[src/rtl/lsu_mem_arbiter_pkg.sv]
// rtl/lsu_mem_arbiter_pkg.sv - shared types for the LSU data_mem request arbiter
package lsu_mem_arbiter_pkg;

    typedef enum logic [1:0] {ARB_IDLE, ARB_LOCK_LD, ARB_LOCK_ST} lsu_arb_state_t;
    typedef enum logic {GRANT_LD, GRANT_ST} lsu_grant_t;

endpackage

[src/rtl/lsu_mem_arbiter_if.sv]
// rtl/lsu_mem_arbiter_if.sv - load/store request, data_mem and response signals of the arbiter
interface lsu_mem_arbiter_if #(parameter int RS_ID_WIDTH = 7);

    logic                   ld_valid;
    logic                   ld_ready;
    logic [RS_ID_WIDTH-1:0] ld_rs_id;
    logic [4:0]             ld_result_reg_addr;
    logic [31:0]            ld_address;
    logic [3:0]             ld_read_en;

    logic                   st_valid;
    logic                   st_ready;
    logic [31:0]            st_address;
    logic [3:0]             st_write_en;
    logic [31:0]            st_write_data;

    logic                   mem_input_valid;
    logic                   mem_input_ready;
    logic [RS_ID_WIDTH-1:0] mem_rs_id;
    logic [4:0]             mem_result_reg_addr;
    logic [31:0]            mem_address;
    logic [3:0]             mem_write_en;
    logic [31:0]            mem_write_data;
    logic [3:0]             mem_read_en;
    logic                   mem_output_valid;
    logic                   mem_output_ready;

    logic                   ld_resp_valid;
    logic                   ld_resp_ready;
    logic [3:0]             outstanding;
    logic                   quiesced;

    modport master (
        input  ld_valid, ld_rs_id, ld_result_reg_addr, ld_address, ld_read_en,
        input  st_valid, st_address, st_write_en, st_write_data,
        input  mem_input_ready, mem_output_valid, ld_resp_ready,
        output ld_ready, st_ready,
        output mem_input_valid, mem_rs_id, mem_result_reg_addr, mem_address,
        output mem_write_en, mem_write_data, mem_read_en, mem_output_ready,
        output ld_resp_valid, outstanding, quiesced
    );

    modport slave (
        output ld_valid, ld_rs_id, ld_result_reg_addr, ld_address, ld_read_en,
        output st_valid, st_address, st_write_en, st_write_data,
        output mem_input_ready, mem_output_valid, ld_resp_ready,
        input  ld_ready, st_ready,
        input  mem_input_valid, mem_rs_id, mem_result_reg_addr, mem_address,
        input  mem_write_en, mem_write_data, mem_read_en, mem_output_ready,
        input  ld_resp_valid, outstanding, quiesced
    );

endinterface

[src/rtl/lsu_mem_arbiter_rr_arbiter2.sv]
// rtl/lsu_mem_arbiter_rr_arbiter2.sv - two-way round-robin pick, history advances only on a handshake
module rr_arbiter2
    import lsu_mem_arbiter_pkg::*;
(
    input  logic       clk,
    input  logic       rst,
    input  logic       req_ld,
    input  logic       req_st,
    input  logic       update,
    input  lsu_grant_t update_grant,
    output logic       grant_valid,
    output lsu_grant_t grant
);

    lsu_grant_t last_grant;

    // Starting from STORE hands the very first tie to the load side.
    always_ff @(posedge clk) begin
        if (rst) begin
            last_grant <= GRANT_ST;
        end else if (update) begin
            last_grant <= update_grant;
        end
    end

    always_comb begin
        grant_valid = req_ld | req_st;
        if (req_ld && req_st) begin
            grant = (last_grant == GRANT_ST) ? GRANT_LD : GRANT_ST;
        end else if (req_ld) begin
            grant = GRANT_LD;
        end else begin
            grant = GRANT_ST;
        end
    end

endmodule

[src/rtl/lsu_mem_arbiter.sv]
// rtl/lsu_mem_arbiter.sv - shares the data_mem request port between LSU loads and stores
module lsu_mem_arbiter
    import lsu_mem_arbiter_pkg::*;
#(
    parameter int MAX_OUTSTANDING = 4
) (
    input  logic              clk,
    input  logic              rst,
    lsu_mem_arbiter_if.master bus
);

    lsu_arb_state_t state;
    logic [3:0]     outstanding;
    logic           bubble;
    logic           ld_eligible;
    logic           arb_valid;
    lsu_grant_t     arb_grant;
    logic           gnt_valid;
    lsu_grant_t     gnt;
    logic           sel_ld;
    logic           sel_st;
    logic           ld_hs;
    logic           st_hs;
    logic           resp_hs;

    assign ld_eligible = bus.ld_valid && (outstanding < 4'(MAX_OUTSTANDING));

    rr_arbiter2 u_rr (
        .clk          (clk),
        .rst          (rst),
        .req_ld       (ld_eligible),
        .req_st       (bus.st_valid),
        .update       (ld_hs | st_hs),
        .update_grant (gnt),
        .grant_valid  (arb_valid),
        .grant        (arb_grant)
    );

    // A held lock ignores credits and the other side; the bubble cycle after it grants nobody.
    always_comb begin
        gnt_valid = 1'b0;
        gnt       = GRANT_LD;
        unique case (state)
            ARB_LOCK_LD: begin
                gnt_valid = 1'b1;
                gnt       = GRANT_LD;
            end
            ARB_LOCK_ST: begin
                gnt_valid = 1'b1;
                gnt       = GRANT_ST;
            end
            default: begin
                gnt_valid = arb_valid && !bubble;
                gnt       = arb_grant;
            end
        endcase
    end

    assign sel_ld  = gnt_valid && (gnt == GRANT_LD);
    assign sel_st  = gnt_valid && (gnt == GRANT_ST);
    assign ld_hs   = sel_ld && bus.mem_input_ready;
    assign st_hs   = sel_st && bus.mem_input_ready;
    assign resp_hs = bus.mem_output_valid && bus.ld_resp_ready;

    assign bus.mem_input_valid     = gnt_valid;
    assign bus.mem_rs_id           = sel_ld ? bus.ld_rs_id : '0;
    assign bus.mem_result_reg_addr = sel_ld ? bus.ld_result_reg_addr : '0;
    assign bus.mem_address         = sel_ld ? bus.ld_address : (sel_st ? bus.st_address : '0);
    assign bus.mem_read_en         = sel_ld ? bus.ld_read_en : '0;
    assign bus.mem_write_en        = sel_st ? bus.st_write_en : '0;
    assign bus.mem_write_data      = sel_st ? bus.st_write_data : '0;
    assign bus.ld_ready            = ld_hs;
    assign bus.st_ready            = st_hs;
    assign bus.ld_resp_valid       = bus.mem_output_valid;
    assign bus.mem_output_ready    = bus.ld_resp_ready;
    assign bus.outstanding         = outstanding;
    assign bus.quiesced            = (state == ARB_IDLE) && (outstanding == 4'd0);

    always_ff @(posedge clk) begin
        if (rst) begin
            state       <= ARB_IDLE;
            outstanding <= '0;
            bubble      <= 1'b0;
        end else begin
            bubble <= 1'b0;
            unique case (state)
                ARB_IDLE: begin
                    if (gnt_valid && !bus.mem_input_ready) begin
                        state <= (gnt == GRANT_LD) ? ARB_LOCK_LD : ARB_LOCK_ST;
                    end
                end
                default: begin
                    if (bus.mem_input_ready) begin
                        state  <= ARB_IDLE;
                        bubble <= 1'b1;
                    end
                end
            endcase
            if (ld_hs && !resp_hs) begin
                outstanding <= outstanding + 4'd1;
            end else if (resp_hs && !ld_hs && (outstanding != 4'd0)) begin
                outstanding <= outstanding - 4'd1;
            end
        end
    end

    // A response with no load in flight means data_mem or the consumer broke protocol.
    always_ff @(posedge clk) begin
        if (!rst) begin
            assert (!(resp_hs && (outstanding == 4'd0)));
        end
    end

endmodule
[src/flat_wrapper.sv]
// flat-port wrapper written by rule: the top's interface ports become plain ports
module lsu_mem_arbiter_flat import lsu_mem_arbiter_pkg::*;
#(
    parameter int MAX_OUTSTANDING = 4
)
  (clk, rst, bus_ld_valid, bus_ld_rs_id, bus_ld_result_reg_addr, bus_ld_address, bus_ld_read_en, bus_st_valid, bus_st_address, bus_st_write_en, bus_st_write_data, bus_mem_input_ready, bus_mem_output_valid, bus_ld_resp_ready, bus_ld_ready, bus_st_ready, bus_mem_input_valid, bus_mem_rs_id, bus_mem_result_reg_addr, bus_mem_address, bus_mem_write_en, bus_mem_write_data, bus_mem_read_en, bus_mem_output_ready, bus_ld_resp_valid, bus_outstanding, bus_quiesced);
  lsu_mem_arbiter_if bus_i ();
  input  logic clk;
  input  logic rst;
  input wire logic [$bits(bus_i.ld_valid)-1:0] bus_ld_valid;
  input wire logic [$bits(bus_i.ld_rs_id)-1:0] bus_ld_rs_id;
  input wire logic [$bits(bus_i.ld_result_reg_addr)-1:0] bus_ld_result_reg_addr;
  input wire logic [$bits(bus_i.ld_address)-1:0] bus_ld_address;
  input wire logic [$bits(bus_i.ld_read_en)-1:0] bus_ld_read_en;
  input wire logic [$bits(bus_i.st_valid)-1:0] bus_st_valid;
  input wire logic [$bits(bus_i.st_address)-1:0] bus_st_address;
  input wire logic [$bits(bus_i.st_write_en)-1:0] bus_st_write_en;
  input wire logic [$bits(bus_i.st_write_data)-1:0] bus_st_write_data;
  input wire logic [$bits(bus_i.mem_input_ready)-1:0] bus_mem_input_ready;
  input wire logic [$bits(bus_i.mem_output_valid)-1:0] bus_mem_output_valid;
  input wire logic [$bits(bus_i.ld_resp_ready)-1:0] bus_ld_resp_ready;
  output wire logic [$bits(bus_i.ld_ready)-1:0] bus_ld_ready;
  output wire logic [$bits(bus_i.st_ready)-1:0] bus_st_ready;
  output wire logic [$bits(bus_i.mem_input_valid)-1:0] bus_mem_input_valid;
  output wire logic [$bits(bus_i.mem_rs_id)-1:0] bus_mem_rs_id;
  output wire logic [$bits(bus_i.mem_result_reg_addr)-1:0] bus_mem_result_reg_addr;
  output wire logic [$bits(bus_i.mem_address)-1:0] bus_mem_address;
  output wire logic [$bits(bus_i.mem_write_en)-1:0] bus_mem_write_en;
  output wire logic [$bits(bus_i.mem_write_data)-1:0] bus_mem_write_data;
  output wire logic [$bits(bus_i.mem_read_en)-1:0] bus_mem_read_en;
  output wire logic [$bits(bus_i.mem_output_ready)-1:0] bus_mem_output_ready;
  output wire logic [$bits(bus_i.ld_resp_valid)-1:0] bus_ld_resp_valid;
  output wire logic [$bits(bus_i.outstanding)-1:0] bus_outstanding;
  output wire logic [$bits(bus_i.quiesced)-1:0] bus_quiesced;
  assign bus_i.ld_valid = bus_ld_valid;
  assign bus_i.ld_rs_id = bus_ld_rs_id;
  assign bus_i.ld_result_reg_addr = bus_ld_result_reg_addr;
  assign bus_i.ld_address = bus_ld_address;
  assign bus_i.ld_read_en = bus_ld_read_en;
  assign bus_i.st_valid = bus_st_valid;
  assign bus_i.st_address = bus_st_address;
  assign bus_i.st_write_en = bus_st_write_en;
  assign bus_i.st_write_data = bus_st_write_data;
  assign bus_i.mem_input_ready = bus_mem_input_ready;
  assign bus_i.mem_output_valid = bus_mem_output_valid;
  assign bus_i.ld_resp_ready = bus_ld_resp_ready;
  assign bus_ld_ready = bus_i.ld_ready;
  assign bus_st_ready = bus_i.st_ready;
  assign bus_mem_input_valid = bus_i.mem_input_valid;
  assign bus_mem_rs_id = bus_i.mem_rs_id;
  assign bus_mem_result_reg_addr = bus_i.mem_result_reg_addr;
  assign bus_mem_address = bus_i.mem_address;
  assign bus_mem_write_en = bus_i.mem_write_en;
  assign bus_mem_write_data = bus_i.mem_write_data;
  assign bus_mem_read_en = bus_i.mem_read_en;
  assign bus_mem_output_ready = bus_i.mem_output_ready;
  assign bus_ld_resp_valid = bus_i.ld_resp_valid;
  assign bus_outstanding = bus_i.outstanding;
  assign bus_quiesced = bus_i.quiesced;
  lsu_mem_arbiter #(.MAX_OUTSTANDING(MAX_OUTSTANDING)) u_core (.clk(clk), .rst(rst), .bus(bus_i));
endmodule
[config.mk]
export PLATFORM = sky130hd
export DESIGN_NAME = lsu_mem_arbiter_flat
export DESIGN_NICKNAME = d
export VERILOG_FILES = /design/src/rtl/lsu_mem_arbiter_pkg.sv /design/src/rtl/lsu_mem_arbiter_if.sv /design/src/rtl/lsu_mem_arbiter_rr_arbiter2.sv /design/src/rtl/lsu_mem_arbiter.sv /design/src/flat_wrapper.sv
export SDC_FILE = /design/constraint.sdc
export NUM_CORES = 1
export LEC_CHECK = 0
export ABC_CLOCK_PERIOD_IN_PS = 2900
export CAP_MARGIN = 10
export CORE_MARGIN = 4
export CORE_UTILIZATION = 22
export CTS_CLUSTER_DIAMETER = 100
export DETAILED_ROUTE_END_ITERATION = 8
export PLACE_DENSITY = 0.91
export REMOVE_ABC_BUFFERS = 1
export SLEW_MARGIN = 20
export SYNTH_ARGS = -nofsm -noshare
export SYNTH_HDL_FRONTEND = slang
export SYNTH_SLANG_ARGS = --single-unit
[constraint.sdc]
create_clock -name clk -period 2.9 [get_ports clk]
set_clock_uncertainty 0.15 [all_clocks]
set_input_delay 0.725 -clock clk [delete_from_list [all_inputs] [get_ports clk]]
set_output_delay 0.725 -clock clk [all_outputs]
set_load 0.05 [all_outputs]
# Word level (Yosys, flattened, before mapping)
# Index checks and enable logic that the tools add are counted.
dict set report totals {
  regBits 8
  in_bits 123
  output_inout_bits 94
  elab_cells 57
}
dict set report op_classes {
  n_addsub 2
  magnitude_cmp 1
  n_eq_ne 3
  muxes 19
  n_bitwise 3
  reduce_logical 25
}
# op count
set op_table {}
lappend op_table {{$mux W32} 3}
lappend op_table {{$mux W4} 4}
lappend op_table {{$logic_and A1 B1 Y1} 13}
lappend op_table {{$mux W2} 4}
lappend op_table {{$mux W7} 1}
lappend op_table {{$mux W1} 5}
lappend op_table {{$mux W5} 1}
lappend op_table {{$add A4 B1 Y4 const B} 1}
lappend op_table {{$logic_not A1 Y1} 4}
lappend op_table {{$logic_not A4 Y1} 1}
lappend op_table {{$lt A4 B3 Y1 const B} 1}
lappend op_table {{$reduce_bool A2 Y1} 2}
lappend op_table {{$reduce_bool A4 Y1} 1}
lappend op_table {{$reduce_or A2 Y1} 2}
lappend op_table {{$sub A4 B1 Y4 const B} 1}
lappend op_table {{$eq A2 B1 Y1 const B} 1}
lappend op_table {{$eq A2 B2 Y1 const B} 1}
lappend op_table {{$logic_not A2 Y1} 1}
lappend op_table {{$ne A2 B2 Y1 const B} 1}
lappend op_table {{$or A1 B1 Y1} 2}
lappend op_table {{$pmux W1 S2} 1}
lappend op_table {{$reduce_and A2 Y1} 1}
lappend op_table {{$not A1 Y1} 1}

# Depth between registers and ports, before layout
dict set report depth {
  word_depth 13
  depth_mapped 11
  depth_no_buf 11
}

# Hierarchy
# From an unflattened synthesis, not the netlist that was laid out.
dict set report hier_totals {
  cells_unflattened 167
  hier_area_um2 1253.7
}
# mod instances cells_each area_each_um2 seq_area_each_um2
set by_module_without_submodules {}
lappend by_module_without_submodules {lsu_mem_arbiter 1 161 1203.7 140.1}
lappend by_module_without_submodules {rr_arbiter2 1 6 50.0 20.0}

# Worst setup path after synthesis
# Ideal clock, no wire load.
dict set report synth_timing {
  path_kind {register to output}
  startpoint {reg u_core.state[0]}
  endpoint {out bus_mem_address[10]}
  arrival_time_ns 2.037
  required_ns 2.025
  slack_ns -0.012
  path_stages_with_launch 8
  n_path_buf 2
  cell_sequence {dfxtp_1 inv_1 ha_1 or3b_4 o21ai_4 buf_6 buf_6 a22o_1}
}
dict set report synth_via {
  elab_chain_len 6
  elab_cells_between_ends 10
  cone_classes {eq/ne: 2; mux: 4; bitwise: 1; reduce/logical: 3}
}
# item line
set synth_lines {}
lappend synth_lines {{from (decl)} lsu_mem_arbiter.sv:12} ;# lsu_arb_state_t state;
lappend synth_lines {{from (signal assigned)} lsu_mem_arbiter.sv:89} ;# state <= (gnt == GRANT_LD) ? ARB_LOCK_LD : ARB_LOCK_ST;
lappend synth_lines {{$eq A2 B1 Y1 / $eq A2 B2 Y1 (equally long branches)} lsu_mem_arbiter.sv:43} ;# unique case (state)
lappend synth_lines {{$reduce_or A2 Y1 (no line)} n/a}
lappend synth_lines {{$mux W1} lsu_mem_arbiter.sv:43}
lappend synth_lines {{$logic_and A1 B1 Y1} lsu_mem_arbiter.sv:60} ;# assign sel_st = gnt_valid && (gnt == GRANT_ST);
lappend synth_lines {{$mux W32} lsu_mem_arbiter.sv:68} ;# assign bus.mem_address = sel_ld ? bus.ld_address : (sel_st ? bus.st_address : '0);
lappend synth_lines {{$mux W32 (*)} lsu_mem_arbiter.sv:68}
lappend synth_lines {{to (decl)} flat_wrapper.sv:27} ;# output wire logic [$bits(bus_i.mem_address)-1:0] bus_mem_address;
# Every way passes the cells marked *; elsewhere a longest branch is shown, timed or not.

# Worst setup path in the final report
dict set report layout_timing {
  startpoint {reg u_core.state[1]}
  endpoint {reg u_core.outstanding[3], in the netlist u_core.bus.outstanding[3]}
}
dict set report layout_via {
  elab_chain_len 9
  elab_cells_between_ends 14
  cone_classes {eq/ne: 2; mux: 3; bitwise: 1; reduce/logical: 8}
}
# item line
set layout_lines {}
lappend layout_lines {{$eq A2 B2 Y1 / $eq A2 B1 Y1 (equally long branches)} lsu_mem_arbiter.sv:43}
lappend layout_lines {{$pmux W1 S2 / $reduce_or A2 Y1 (equally long branches)} n/a}
lappend layout_lines {{$not A1 Y1 / $mux W1 (equally long branches)} {lsu_mem_arbiter.sv:59, lsu_mem_arbiter.sv:43}}
lappend layout_lines {{$logic_and A1 B1 Y1 (*)} lsu_mem_arbiter.sv:59} ;# assign sel_ld = gnt_valid && (gnt == GRANT_LD);
lappend layout_lines {{$logic_and A1 B1 Y1 (*)} lsu_mem_arbiter.sv:61} ;# assign ld_hs = sel_ld && bus.mem_input_ready;
lappend layout_lines {{$logic_not A1 Y1} lsu_mem_arbiter.sv:101} ;# end else if (resp_hs && !ld_hs && (outstanding != 4'd0)) begin
lappend layout_lines {{$logic_and A1 B1 Y1 (2 in series)} lsu_mem_arbiter.sv:101}
lappend layout_lines {{$reduce_bool A2 Y1 (no line)} n/a}
lappend layout_lines {{to (signal assigned)} lsu_mem_arbiter.sv:100} ;# outstanding <= outstanding + 4'd1;
lappend layout_lines {{to (signal assigned)} lsu_mem_arbiter.sv:102} ;# outstanding <= outstanding - 4'd1;
lappend layout_lines {{to (decl)} lsu_mem_arbiter.sv:13} ;# logic [3:0] outstanding;
# Marked as above.
# A chain may end at the register's enable or synchronous reset.

==> results.txt <==
* Synth Cell Area: 0.00129 mm^2
* Number of detailed-routing iterations run before antenna repair: 5
- STA puts the critical path data required time at 2.85 ns.
- Endpoint type of the worst setup path: flop
- The die covers 0.00718 mm^2.
- By startpoint and endpoint, the worst setup path is classified as reg2reg.
* Final setup margin: -0.277 ns
- The first routing iteration left 133 violations.
- Counting flops and latches in the post-synthesis netlist gives 8.
- Setup violations remaining at the end of the flow were counted as 80.
- Number of port buffers: 216
* Cell type contributing the most total cell area after synthesis: sky130_fd_sc_hd__and2_1
- The final max-slew violation count was 0.
* Layout net count: 531
* Height of the chip: 84.7 um
* WL met1: 4730 um
- Across the run, the number of max-cap violations was 0.
* Proportion of netlist area held by the largest area contributor: 25.6%
- Gr usage total: 29.8%
- # DRC: 0
* Number of buffers between clock root and the deepest sink: 2
* IO Count: 217
- The path class of the tightest hold or removal check is reg2reg.
- The detailed router used layers up to and including met4.
- Ys async rst share: 0%
- The clock net in this run drives a total of 8 sinks.
* Standard-cell rows: 27
- Initial antenna violation count: 4
- Arrival @ worst endpoint: 3.13 ns
- Area post-placement: 0.00447 mm^2
- Count of nets left with antenna violations after detail routing: 0
* Grt ovf: 0
- Number of global-route vias before repair: 2,688
- Number of H-tree levels: 1
* Via-to-Cell Ratio: 5.64
- Number of clock buffers inserted by TritonCTS: 3
- Avg Cell Area, Syn: 7.99 um^2
* Run status: finished, violations left
- Via total after detailed routing: 2,695
- Violated checks: setup timing
- For this run, the top clock speed supported by timing is 0.315 GHz.
- Starting utilization of the core area: 23.1%
* Placeable Area: 0.00561 mm^2
* Clock slew seen by the registers of the worst setup and hold paths: 0.05 ns
- Final HPWL from detailed placement: 7580 um
- Dividing the detail-routed wire length by the instance count gives 33.0 um.
* Relative area change from synthesis to final layout: 309%
- Tracing the worst setup path back leads to its startpoint at u_core.state[1]$_SDFFE_PP0P_.
- After detailed routing, the total wire length is 15,800 um.
- Among all cell types in the netlist, the one instantiated most often is sky130_fd_sc_hd__and2_1.
* Shortest clock period the worst path allows after layout: 3.18 ns
* Count of distinct cell types in the synthesized netlist: 40
- Warnings, synthesis: 0
* Post-Layout Inst Area: 0.00530 mm^2
- Most common flop cell mapped by yosys: sky130_fd_sc_hd__dfxtp_1
- The congestion estimate from routability-driven global placement came to 0.853.
- Kind of launch point of the worst setup path: flop
- CTS tree: built
- Root buffer cell: sky130_fd_sc_hd__clkbuf_8
- Worst rel slew slack: 65.9%
- Number of instances in the synthesized netlist: 162
* Clk Latency, worst-skew pair: 0.23 ns
* Fraction of layout instances using a drive strength above 1: 52.9%
* RSZ-0062 raised after global routing: true
* Maximum fanout count along the critical path: 4
- Final clock period utilization by the worst path: 110%
* Maximum number of pins on one net before global-route repair: 26
- In this run the most critical hold path is launched from u_core.u_rr.last_grant$_SDFFE_PP1P_.
- Pin slew with the least headroom to its limit: 0.509 ns
* DR WL met3: 1410 um
* Sequential share of the synthesized area: 12.4%
- By area the synthesized netlist is led by sky130_fd_sc_hd__and2_1, sky130_fd_sc_hd__a22o_1, sky130_fd_sc_hd__dfxtp_1.
- Number of enable flip-flop cells after synthesis: 0
- Wire length of the first global-routing pass: 16,200 um
* Most used standard cells in the synthesized netlist: sky130_fd_sc_hd__and2_1, sky130_fd_sc_hd__a22o_1, sky130_fd_sc_hd__dfxtp_1
- The final count of hold timing violations came to 0.
* Length of routed met2 wiring: 8440 um
* Launch point of the worst reg-to-reg path: u_core.state[1]$_SDFFE_PP0P_
* Horizontal die dimension: 84.7 um
metrics by stage:
stage / util [%] / std cells / setup slack, ns / setup TNS (ns) / hold slack [ns]
2_1_floorplan: - / 147 / -0.415 / -28.54 / 0.295
3_3_place_gp: 79.7 / 447 / -0.347 / -26.45 / 0.316
3_5_place_dp: 79.7 / 447 / -0.439 / -29.78 / 0.352
4_1_cts: 88.7 / 467 / -0.0496 / -0.984 / 0.362
5_1_grt: 94.6 / 478 / -0.287 / -10.30 / 0.440
6_report: 94.6 / 478 / -0.277 / -8.66 / 0.450
cell families (layout without fill, tap and decap cells):
group / after synthesis / count (layout) / share of synthesized area [%]
mux: 6 / 6 / 5.02
xor+xnor: 2 / 2 / 1.35
compound gates: 42 / 42 / 28.7
buf+inv: 19 / 258 / 8.31
fa+ha+maj: 5 / 5 / 5.41
flops: 8 / 8 / 12.4
other cells: 0 / 5 / 0
simple gates: 80 / 80 / 38.8
worst max-delay path, cell delays in order (launching register included):
cell	delay [ns]
sky130_fd_sc_hd__dfxtp_2	0.33
sky130_fd_sc_hd__inv_2	0.05
sky130_fd_sc_hd__ha_4	0.25
sky130_fd_sc_hd__buf_6	0.14
sky130_fd_sc_hd__nor2_4	0.13
sky130_fd_sc_hd__a32o_2	0.32
sky130_fd_sc_hd__buf_6	0.16
sky130_fd_sc_hd__nand3_2	0.10
sky130_fd_sc_hd__ha_1	0.32
sky130_fd_sc_hd__a21o_1	0.21
sky130_fd_sc_hd__a21oi_2	0.21
sky130_fd_sc_hd__nand2_1	0.13
sky130_fd_sc_hd__o22ai_2	0.18
sky130_fd_sc_hd__mux2_1	0.36
per-layer routing:
layer	vias to the layer above	global-route usage [%]
met5	-	0
met3	81	6.48
li1	1065	-
met2	272	61.4
met1	1277	27.2
met4	0	12.5
cells in the final DEF, fill, tap and decap left out, types with 4 or more instances in the layout:
cell type and count:
sky130_fd_sc_hd__a22o_4 29, sky130_fd_sc_hd__and2_1 21, sky130_fd_sc_hd__and2_4 31, sky130_fd_sc_hd__buf_12 92, sky130_fd_sc_hd__buf_16 7, sky130_fd_sc_hd__buf_4 15, sky130_fd_sc_hd__buf_6 9, sky130_fd_sc_hd__clkdlybuf4s50_1 124
sky130_fd_sc_hd__dfxtp_1 6, sky130_fd_sc_hd__diode_2 5, sky130_fd_sc_hd__mux2i_1 4, sky130_fd_sc_hd__nand2_1 4, sky130_fd_sc_hd__nor2_1 7
worst paths after layout:
check / endpoint / slack, ns / cells past startpoint
worst max-delay path: u_core.bus.outstanding[3]$_SDFFE_PP0P_ / -0.28 / 13
worst min register to register: u_core.u_rr.last_grant$_SDFFE_PP1P_ / 0.45 / 1
worst max register to register: u_core.bus.outstanding[3]$_SDFFE_PP0P_ / -0.28 / 13
worst min-delay path: u_core.u_rr.last_grant$_SDFFE_PP1P_ / 0.45 / 1
area by class of cell:
| class | count | area, um^2 |
|---|---|---|
| Clock buffer | 3 | 41.3 |
| Multi-Input combinational cell | 135 | 1410 |
| Timing Repair Buffer | 251 | 3570 |
| Inverter | 4 | 15.0 |
| Fill cell | 125 | 305 |
| Tap cell | 72 | 90.1 |
| Sequential cell | 8 | 163 |
| Antenna cell | 5 | 12.5 |
sequential cells by signal, summed over array words and instances, names as in the netlist:
register                cells
u_core.bubble               1
u_core.bus.outstanding      4
u_core.u_rr.last_grant      1
u_core.state                2
timing repair:
item / 4_1_cts / 5_1_grt
cloned: 7 / 4
pin swaps: 18 / 13
hold buffers: 0 / 0
gates resized for setup: 57 / 38
buffers inserted: 10 / 2
setup endpoints to repair: 86 / 85
Power is not shown: default switching activity piles up to over one toggle a cycle in this logic, so the estimate is an artifact.
